`config.mk`:
```
export PLATFORM = sky130hd
export DESIGN_NAME = im_loader
export DESIGN_NICKNAME = d
export VERILOG_FILES = /design/src/rtl/im_loader_pkg.sv /design/src/rtl/im_loader.sv
export SDC_FILE = /design/constraint.sdc
export NUM_CORES = 1
export LEC_CHECK = 0
export ABC_AREA = 0
export CORE_UTILIZATION = 54
export DETAILED_ROUTE_END_ITERATION = 10
export PLACE_DENSITY = 0.79
export SYNTH_ARGS = -nofsm -noshare
export SYNTH_HDL_FRONTEND = slang
export SYNTH_SLANG_ARGS = --single-unit
```
`constraint.sdc`:
```
create_clock -name clk -period 2.12 [get_ports clk]
set_input_delay 0.424 -clock clk [delete_from_list [all_inputs] [get_ports clk]]
set_output_delay 0.424 -clock clk [all_outputs]
set_load 0.03 [all_outputs]
```
`src/rtl/im_loader_pkg.sv`:
```
// im_loader_pkg: shared definitions for the boot-time instruction-memory loader.
//   state_t        : loader FSM state encoding (also exported on state_dbg)
//   IM_BASE        : fetch address that maps to instruction-memory byte 0
//   ADDR_W_DEFAULT : default byte-address width of the instruction memory
package im_loader_pkg;

   typedef enum logic [2:0] {
      IDLE   = 3'd0,
      LEN_HI = 3'd1,
      LEN_LO = 3'd2,
      DATA   = 3'd3,
      CSUM   = 3'd4,
      FLUSH  = 3'd5,
      DONE   = 3'd6,
      ERR    = 3'd7
   } state_t;

   localparam logic [31:0] IM_BASE        = 32'h0000_3000;
   localparam int          ADDR_W_DEFAULT = 10;

endpackage

```
`src/rtl/im_loader.sv`:
```
// im_loader: boot-time program loader for the single-cycle MIPS datapath.
// Receives a length-prefixed byte stream (L[15:8], L[7:0], L payload bytes,
// optional checksum byte) and writes payload byte k to instruction-memory
// byte address k. The fetch unit is held in reset until a session completes.
//
// Optional feature: define IM_LOADER_CSUM_EN to require a trailing checksum
// byte; the session passes when (sum of payload + checksum) mod 256 == 0.
//
// Handshake: a byte transfers on a rising clk edge where rx_valid && rx_ready.
// rx_ready depends only on the FSM state, never on rx_valid; the sender may
// drop rx_valid at any time and the loader simply waits.
//
// Ports:
//   clk, reset        clock; asynchronous active-high reset
//   start             single-cycle pulse beginning a session (IDLE/DONE/ERR only)
//   rx_data/rx_valid  incoming stream byte and its valid
//   rx_ready          loader accepts a byte this cycle
//   im_we/im_addr/im_wdata  registered byte write to instruction memory
//   cpu_hold          fetch-unit reset, low only after a successful session
//   done / err        level status of the last session
//   state_dbg         current FSM state (im_loader_pkg::state_t encoding)
module im_loader
   import im_loader_pkg::*;
#(
   parameter int ADDR_W = ADDR_W_DEFAULT
) (
   input  logic              clk,
   input  logic              reset,
   input  logic              start,
   input  logic [7:0]        rx_data,
   input  logic              rx_valid,
   output logic              rx_ready,
   output logic              im_we,
   output logic [ADDR_W-1:0] im_addr,
   output logic [7:0]        im_wdata,
   output logic              cpu_hold,
   output logic              done,
   output logic              err,
   output logic [2:0]        state_dbg
);

   // Largest legal payload length: the whole memory.
   localparam logic [16:0] MAX_LEN = 17'd1 << ADDR_W;

`ifdef IM_LOADER_CSUM_EN
   localparam state_t AFTER_DATA = CSUM;
`else
   localparam state_t AFTER_DATA = FLUSH;
`endif

   state_t            state, state_nxt;
   logic [7:0]        len_hi;
   logic [ADDR_W:0]   len;
   logic [ADDR_W:0]   cnt;
   logic [ADDR_W:0]   cnt_inc;
   logic [15:0]       len_full;
   logic              len_bad;
   logic              xfer;
   logic              start_ok;

   assign xfer      = rx_valid && rx_ready;
   assign len_full  = {len_hi, rx_data};
   assign len_bad   = ({1'b0, len_full} > MAX_LEN) || (len_full[1:0] != 2'b00);
   assign cnt_inc   = cnt + {{ADDR_W{1'b0}}, 1'b1};
   assign start_ok  = start && ((state == IDLE) || (state == DONE) || (state == ERR));
   assign state_dbg = state;

`ifdef IM_LOADER_CSUM_EN
   logic [7:0] acc;
   logic       csum_ok;
   assign csum_ok = ((acc + rx_data) == 8'h00);

   always_ff @(posedge clk or posedge reset) begin
      if (reset)
         acc <= 8'h00;
      else if (start_ok)
         acc <= 8'h00;
      else if (state == DATA && xfer)
         acc <= acc + rx_data;
   end
`endif

   // State register
   always_ff @(posedge clk or posedge reset) begin
      if (reset)
         state <= IDLE;
      else
         state <= state_nxt;
   end

   // Next state and state-decoded outputs
   always_comb begin
      state_nxt = state;
      rx_ready  = 1'b0;
      cpu_hold  = 1'b1;
      done      = 1'b0;
      err       = 1'b0;
      case (state)
         IDLE: begin
            if (start) state_nxt = LEN_HI;
         end
         LEN_HI: begin
            rx_ready = 1'b1;
            if (rx_valid) state_nxt = LEN_LO;
         end
         LEN_LO: begin
            rx_ready = 1'b1;
            if (rx_valid) begin
               if (len_bad)
                  state_nxt = ERR;
               else if (len_full == 16'd0)
                  state_nxt = AFTER_DATA;
               else
                  state_nxt = DATA;
            end
         end
         DATA: begin
            rx_ready = 1'b1;
            if (rx_valid && (cnt_inc == len)) state_nxt = AFTER_DATA;
         end
         CSUM: begin
`ifdef IM_LOADER_CSUM_EN
            rx_ready = 1'b1;
            if (rx_valid) state_nxt = csum_ok ? FLUSH : ERR;
`else
            state_nxt = IDLE;
`endif
         end
         // One cycle so the last registered write lands before release.
         FLUSH: begin
            state_nxt = DONE;
         end
         DONE: begin
            cpu_hold = 1'b0;
            done     = 1'b1;
            if (start) state_nxt = LEN_HI;
         end
         ERR: begin
            err = 1'b1;
            if (start) state_nxt = LEN_HI;
         end
         default: state_nxt = IDLE;
      endcase
   end

   // Length capture, byte counter and registered memory write port
   always_ff @(posedge clk or posedge reset) begin
      if (reset) begin
         len_hi   <= 8'h00;
         len      <= '0;
         cnt      <= '0;
         im_we    <= 1'b0;
         im_addr  <= '0;
         im_wdata <= 8'h00;
      end else begin
         im_we <= 1'b0;
         if (state == LEN_HI && xfer)
            len_hi <= rx_data;
         if (state == LEN_LO && xfer) begin
            // Only meaningful when the length passed the check, in which
            // case it fits in ADDR_W+1 bits.
            len <= len_full[ADDR_W:0];
            cnt <= '0;
         end
         if (state == DATA && xfer) begin
            im_we    <= 1'b1;
            im_addr  <= cnt[ADDR_W-1:0];
            im_wdata <= rx_data;
            cnt      <= cnt_inc;
         end
      end
   end

endmodule

```
==> impl_metrics.json, run 1 <==
{
  "min_period_ns": 2.03,
  "core_area_mm2": 0.00479,
  "crit_chain": "nand2_1 -> or2_2 -> clkdlybuf4s50_1",
  "critPathMaxStageDelay_ns": 0.60,
  "cts_sinks": 52,
  "ir_drop_v": 0.000994,
  "io_pins": 38,
  "synth.most_common_cell": "dfrtp_1",
  "synthXorXnorAreaFrac_pct": 3.54,
  "seq_area_frac_synth_pct": 47.8,
  "grtUsageTotal_pct": 24.7,
  "mappedNetlistArea_mm2": 0.00272,
  "synth_ff_type": "dfrtp_1",
  "layout-drive-gt1-share_pct": 26.3,
  "synth-edff-count": 0,
  "first_global_vias": 2029,
  "worst_slew_pin_slew_ns": 0.453,
  "root_buffer": "clkbuf_8",
  "placedCellCount": 374,
  "grt_first_pass_wirelength_um": 9810,
  "crit_arrival_ns": 1.61,
  "yosysWarnings": 0,
  "grt.overflow.total": 0,
  "synth.distinct_cells": 47,
  "syn_inst": 251,
  "synthTopCellsByArea": "dfrtp_1 (48%), mux2_2 (13%), nand2_1 (2.9%)",
  "cts_tree": "built",
  "clk_latency_ns": 0.31,
  "async_reset_ff_share_pct": 100,
  "rows": 25,
  "finalSetupTns_ns": 0,
  "synth-seq-cells": 52,
  "yosys.area.top_type_share_pct": 47.8,
  "synth_fa_ha_area_share_pct": 0.460,
  "max_slew_margin_pct": 69.8,
  "grt_util_met3_pct": 4.28,
  "firstDrtPassIters": 5,
  "rsz0062_at_grt": "false",
  "grt_use_met1_pct": 33.6,
  "swShare_pct": 40.6,
  "cts-htree-levels": 2,
  "critPathTopFamily": "buffers and inverters",
  "r2r_start": "cnt[1]$_DFFE_PP0P_",
  "pwr-share-clk_pct": 12.0,
  "crit_buf_inv": 1,
  "hpwl_um": 4290,
  "path_max_fanout": 2,
  "power.density_mw_per_mm2": 1360,
  "drt_iter0_drc": 169,
  "dieArea_mm2": 0.00533,
  "switching_power_mw": 1.91,
  "fmax_ghz": 0.492,
  "timing.critical_path.slowest_stage_cell": "clkdlybuf4s50_1",
  "start_kind": "register",
  "total_power_mw": 4.71,
  "gp_congestion": 0.830,
  "maxCapViolations": 0,
  "syn_avg_cell_area_um2": 10.8,
  "rr_worst_depth": 7,
  "cp_data_required_time_ns": 1.70,
  "wl_um": 5800,
  "ff2ff_setup_slack_ns": 0.20,
  "synth_mux_area_share_pct": 15.6,
  "leakagePower_nw": 1.52,
  "drcViolationCount": 0,
  "wl_per_cell_um": 15.2,
  "p_seq_share_pct": 35.9,
  "yosysTopAreaCell": "dfrtp_1",
  "antennaDiodeCount": 0,
  "finalHoldViolations": 0,
  "clk_pin_slew_worst_paths_ns": 0.09,
  "setup_viol": 0,
  "maxSlewViolCount": 0,
  "synth_commonest_cells": "dfrtp_1 (52), mux2_2 (31), nand2_1 (21)",
  "final_cells": 382,
  "hold_class": "input port to asynchronous set/reset pin",
  "crit_type": "register to primary output",
  "clock_skew_ns": 0.00652,
  "synth_simple_gate_area_share_pct": 16.2,
  "status": "completed",
  "grt_max_degree": 34,
  "r2r-end": "state_dbg[1]$_DFFE_PP0P_",
  "chipHeight_um": 73.0,
  "port-buffer-count": 37,
  "finalCritPeriodShare_pct": 95.8,
  "antenna_found_initial": 0,
  "numCtsBuffers": 5,
  "clock_path_buffers": 2,
  "vias_per_cell": 5.62,
  "layout.nets": 327,
  "synth_nets": 264,
  "grt_busiest_layer": "met2",
  "initial_core_util_pct": 56.8,
  "pwr-share-comb_pct": 52.1,
  "antenna_left": 0,
  "critPathCaptureType": "primary output",
  "cts_setup_buffers": 0,
  "synth_compound_area_share_pct": 12.4,
  "synth_top_family_by_area": "simple AND/OR/NAND/NOR gates",
  "area_growth_pct": 27.7,
  "p_int_mw": 2.80,
  "fp.dieW_um": 73.0,
  "grtUsageMet2_pct": 39.0,
  "vias": 2148
}
how the worst max path moves through the flow:
stage / startpoint / endpoint / slack [ns] / cells after the start
after floorplan: state_dbg[2]$_DFFE_PP0P_ / done / 0.15 / 4
after global placement: rx_data[5] / state_dbg[1]$_DFFE_PP0P_ / 0.11 / 7
after detailed placement: rx_data[5] / state_dbg[1]$_DFFE_PP0P_ / 0.08 / 7
after CTS: state_dbg[1]$_DFFE_PP0P_ / rx_ready / 0.01 / 4
after global routing: state_dbg[1]$_DFFE_PP0P_ / cpu_hold / 0.02 / 3
final: state_dbg[2]$_DFFE_PP0P_ / cpu_hold / 0.09 / 3
logic make-up (layout without fill, tap and decap cells):
kind of cell	after synthesis	count (layout)
and+or+nand+nor	78	78
DFF	52	52
AOI/OAI and AO/OA	48	48
muxes	38	38
buffers and inverters	23	87
xor gates and xnor gates	11	11
adders and majority gates	1	1
registers in the layout, indices dropped and copies added, names as in the netlist:
name	flops
cnt	11
len_hi	8
im_wdata	8
state_dbg	3
im_addr	10
len	11
im_we	1
cells in the final DEF, fill, tap and decap left out, drive strengths merged, types with 2 or more instances in the layout:
cell type / count
clkbuf: 6
a211o: 2
a22o: 8
o31ai: 3
nand3: 7
mux2i: 3
a21oi: 4
buf: 35
and4: 2
mux2: 35
nor2b: 2
a22oi: 2
clkdlybuf4s50: 34
nor3: 8
o211ai: 2
dlygate4sd2: 2
dfrtp: 52
a21o: 5
o21ai: 15
nand3b: 3
nor3b: 3
inv: 7
xor2: 6
nor2: 13
nand4: 7
xnor2: 5
nor4: 6
nand2: 21
o31a: 2
or2: 2
power by group through the flow:
stage | clock network (mW) | registers (mW) | logic [mW]
after floorplan | 0 | 1.98 | 1.30
after global placement | 0 | 1.68 | 2.38
after detailed placement | 0 | 1.71 | 2.43
after CTS | 0.582 | 1.69 | 2.44
after global routing | 0.614 | 1.75 | 2.66
final | 0.566 | 1.69 | 2.46
metrics by stage:
| step | hold WS (ns) | utilization [%] | cell area, um2 | setup slack [ns] |
|---|---|---|---|---|
| after floorplan | 0.469 | - | 2720 | 0.152 |
| after global routing | 0.464 | 72.6 | 3470 | 0.0232 |
| after detailed placement | 0.470 | 70.4 | 3370 | 0.0781 |
| after CTS | 0.441 | 72.2 | 3450 | 0.0112 |
| after global placement | 0.462 | 70.4 | 3370 | 0.108 |
| final | 0.433 | 72.6 | 3470 | 0.0895 |
cell type report:
cell class | instances | area (um2)
fill | 389 | 1310
tap | 67 | 83.8
clock buffer | 6 | 72.6
multi-input combinational | 176 | 1330
clock inverter | 2 | 16.3
sequential | 52 | 1300
inverter | 7 | 26.3
timing repair buffer | 72 | 646
worst reg2reg max path: cells and delay by family, from the launching register on:
| family | cells | cell delay (ns) |
|---|---|---|
| buffers and inverters | 1 | 0.17 |
| DFF | 1 | 0.40 |
| AOI/OAI and AO/OA | 3 | 0.52 |
| and+or+nand+nor | 3 | 0.72 |
per-layer routing:
metal | part of all wire, % | wire length (um)
met1 | 47 | 2710
met2 | 48 | 2800
met3 | 4.1 | 236
met4 | 0.98 | 57
met5 | 0 | 0
what timing repair did:
item,CTS,global route
hold buffers,0,0
pin swaps,0,1
resized for setup,2,4
endpoints found under the setup margin,2,3
Power figures use the tool's default switching activity.
==> run 2, diff against run 1 <==
==> constraint.sdc (replaced) <==
create_clock -name clk -period 2.12 [get_ports clk]
set_input_delay 0.424 -clock clk [delete_from_list [all_inputs] [get_ports clk]]
set_output_delay 0.424 -clock clk [all_outputs]
set_load 0.02 [all_outputs]
==> run 2 against run 1 <==
Against the previous run:
- register-to-register slack barely moved
- critical endpoint unchanged
- highest routed layer unchanged
- clock skew barely moved
- routed wire length barely moved
- power fell by 3.0%
- core utilization rose by 0.16 points
- non-clock buffer count did not move
- flip-flop and latch count did not move
- largest cell class unchanged
- final cell count did not move
==> impl_metrics.json, run 2 (same netlist as run 1, synthesis figures left out) <==
{
  "cts_setup_buffers": 0,
  "multiInputGateArea_mm2": 0.00133,
  "worst_slew_pin_slew_ns": 0.451,
  "crit_type": "register to primary output",
  "io_pins": 38,
  "final_cells": 382,
  "finalHoldViolations": 0,
  "clk_pin_slew_worst_paths_ns": 0.09,
  "fp.dieW_um": 73.0,
  "numCtsBuffers": 5,
  "antennaDiodeCount": 0,
  "clk_latency_ns": 0.31,
  "top_regs": "cnt: 11 flops, len: 11 flops, im_addr: 10 flops",
  "dieArea_mm2": 0.00533,
  "path_max_fanout": 2,
  "clock_skew_ns": 0.00614,
  "power.density_mw_per_mm2": 1310,
  "crit_chain": "nand2_1 -> or2_2 -> clkdlybuf4s50_1",
  "r2r_start": "cnt[1]$_DFFE_PP0P_",
  "min_period_ns": 1.98,
  "maxCapViolations": 0,
  "cts-htree-levels": 2,
  "setup_viol": 0,
  "grt.overflow.total": 0,
  "ir_drop_v": 0.000934,
  "wl_per_cell_um": 15.2,
  "status": "completed",
  "antenna_found_initial": 0,
  "crit_arrival_ns": 1.55,
  "first_global_vias": 2029,
  "rsz0062_at_grt": "false",
  "cts_sinks": 52,
  "drcViolationCount": 0,
  "wl_um": 5800,
  "antenna_left": 0,
  "placedCellCount": 374,
  "ff2ff_setup_slack_ns": 0.20,
  "finalCritPeriodShare_pct": 93.2,
  "timing.critical_path.slowest_stage_cell": "clkdlybuf4s50_1",
  "vias": 2159,
  "firstDrtPassIters": 4,
  "maxSlewViolCount": 0,
  "layout-drive-gt1-share_pct": 26.3,
  "layout.nets": 327,
  "critPathCaptureType": "primary output",
  "final_cell_mix": "dfrtp_1 (52), clkdlybuf4s50_1 (34), buf_4 (34)",
  "drt_iter0_drc": 171,
  "chipHeight_um": 73.0,
  "hold_class": "input port to asynchronous set/reset pin",
  "rr_worst_depth": 7,
  "layout_commonest_cell": "dfrtp_1",
  "rows": 25,
  "regArea_mm2": 0.00130,
  "core_area_mm2": 0.00479,
  "leakagePower_nw": 1.55,
  "gp_congestion": 0.830,
  "vias_per_cell": 5.65,
  "cts_tree": "built",
  "max_slew_margin_pct": 69.9,
  "fmax_ghz": 0.506,
  "start_kind": "register",
  "area_growth_pct": 28.0,
  "cp_data_required_time_ns": 1.70,
  "finalSetupTns_ns": 0,
  "grt_max_degree": 34,
  "hpwl_um": 4290,
  "port-buffer-count": 37,
  "r2r-end": "state_dbg[1]$_DFFE_PP0P_",
  "clock_path_buffers": 2,
  "grtUsageTotal_pct": 24.7,
  "grt_first_pass_wirelength_um": 9810,
  "fillers": 385,
  "critPathMaxStageDelay_ns": 0.55,
  "root_buffer": "clkbuf_8",
  "initial_core_util_pct": 56.8
}
==> run 2: per-stage QoR <==
stage	setup WS, ns	utilization, %	power (mW)	instance area [um2]	hold WS, ns
after global routing	0.0532	72.7	4.88	3480	0.464
after floorplan	0.181	-	3.15	2720	0.469
final	0.144	72.7	4.57	3480	0.434
after global placement	0.108	70.4	3.93	3370	0.462
after detailed placement	0.0781	70.4	4.00	3370	0.470
after CTS	0.0333	72.2	4.57	3460	0.441
==> run 2: worst max path at each step <==
stage | start | slack [ns] | end | depth (start not counted)
4_1_cts | state_dbg[1]$_DFFE_PP0P_ | 0.03 | done | 4
6_report | state_dbg[2]$_DFFE_PP0P_ | 0.14 | cpu_hold | 3
3_3_place_gp | rx_data[5] | 0.11 | state_dbg[1]$_DFFE_PP0P_ | 7
5_1_grt | cnt[1]$_DFFE_PP0P_ | 0.05 | state_dbg[1]$_DFFE_PP0P_ | 8
2_1_floorplan | cnt[1]$_DFFE_PP0P_ | 0.18 | state_dbg[1]$_DFFE_PP0P_ | 8
3_5_place_dp | rx_data[5] | 0.08 | state_dbg[1]$_DFFE_PP0P_ | 7
==> run 2: final cells by class <==
class / instances / area share (%)
clock buffers: 6 / 2.08
well taps: 67 / 2.41
multi-input cells: 176 / 38.1
clock inverters: 2 / 0.467
repair buffers: 72 / 18.8
flip-flops and latches: 52 / 37.4
inverters: 7 / 0.755
==> run 2: worst max-delay path, delay by kind of cell, from the launching register on <==
kind / cells / cell delay (ns)
flops: 1 / 0.36
buf+inv: 1 / 0.55
simple gates: 2 / 0.34
==> run 2: metal layers <==
| layer | global-route usage (%) | vias to the layer above | part of all wire (%) |
|---|---|---|---|
| met5 | 0 | - | 0 |
| met4 | 10.9 | 0 | 1.1 |
| met3 | 4.28 | 7 | 4.1 |
| met2 | 39.0 | 64 | 48 |
| met1 | 33.6 | 1045 | 47 |
| li1 | - | 1043 | - |
==> run 2: what timing repair did <==
| item | in CTS | in global routing |
|---|---|---|
| resized for setup | 0 | 6 |
| setup endpoints to repair | 0 | 5 |
| hold buffers | 0 | 0 |
==> run 2: power by group <==
part | leakage (nW) | internal [mW] | switching (mW) | total (mW)
Combinational | 0.869 | 1.17 | 1.14 | 2.32
Sequential | 0.639 | 1.39 | 0.298 | 1.69
Clock | 0.0414 | 0.235 | 0.330 | 0.566
Total | 1.55 | 2.80 | 1.77 | 4.57
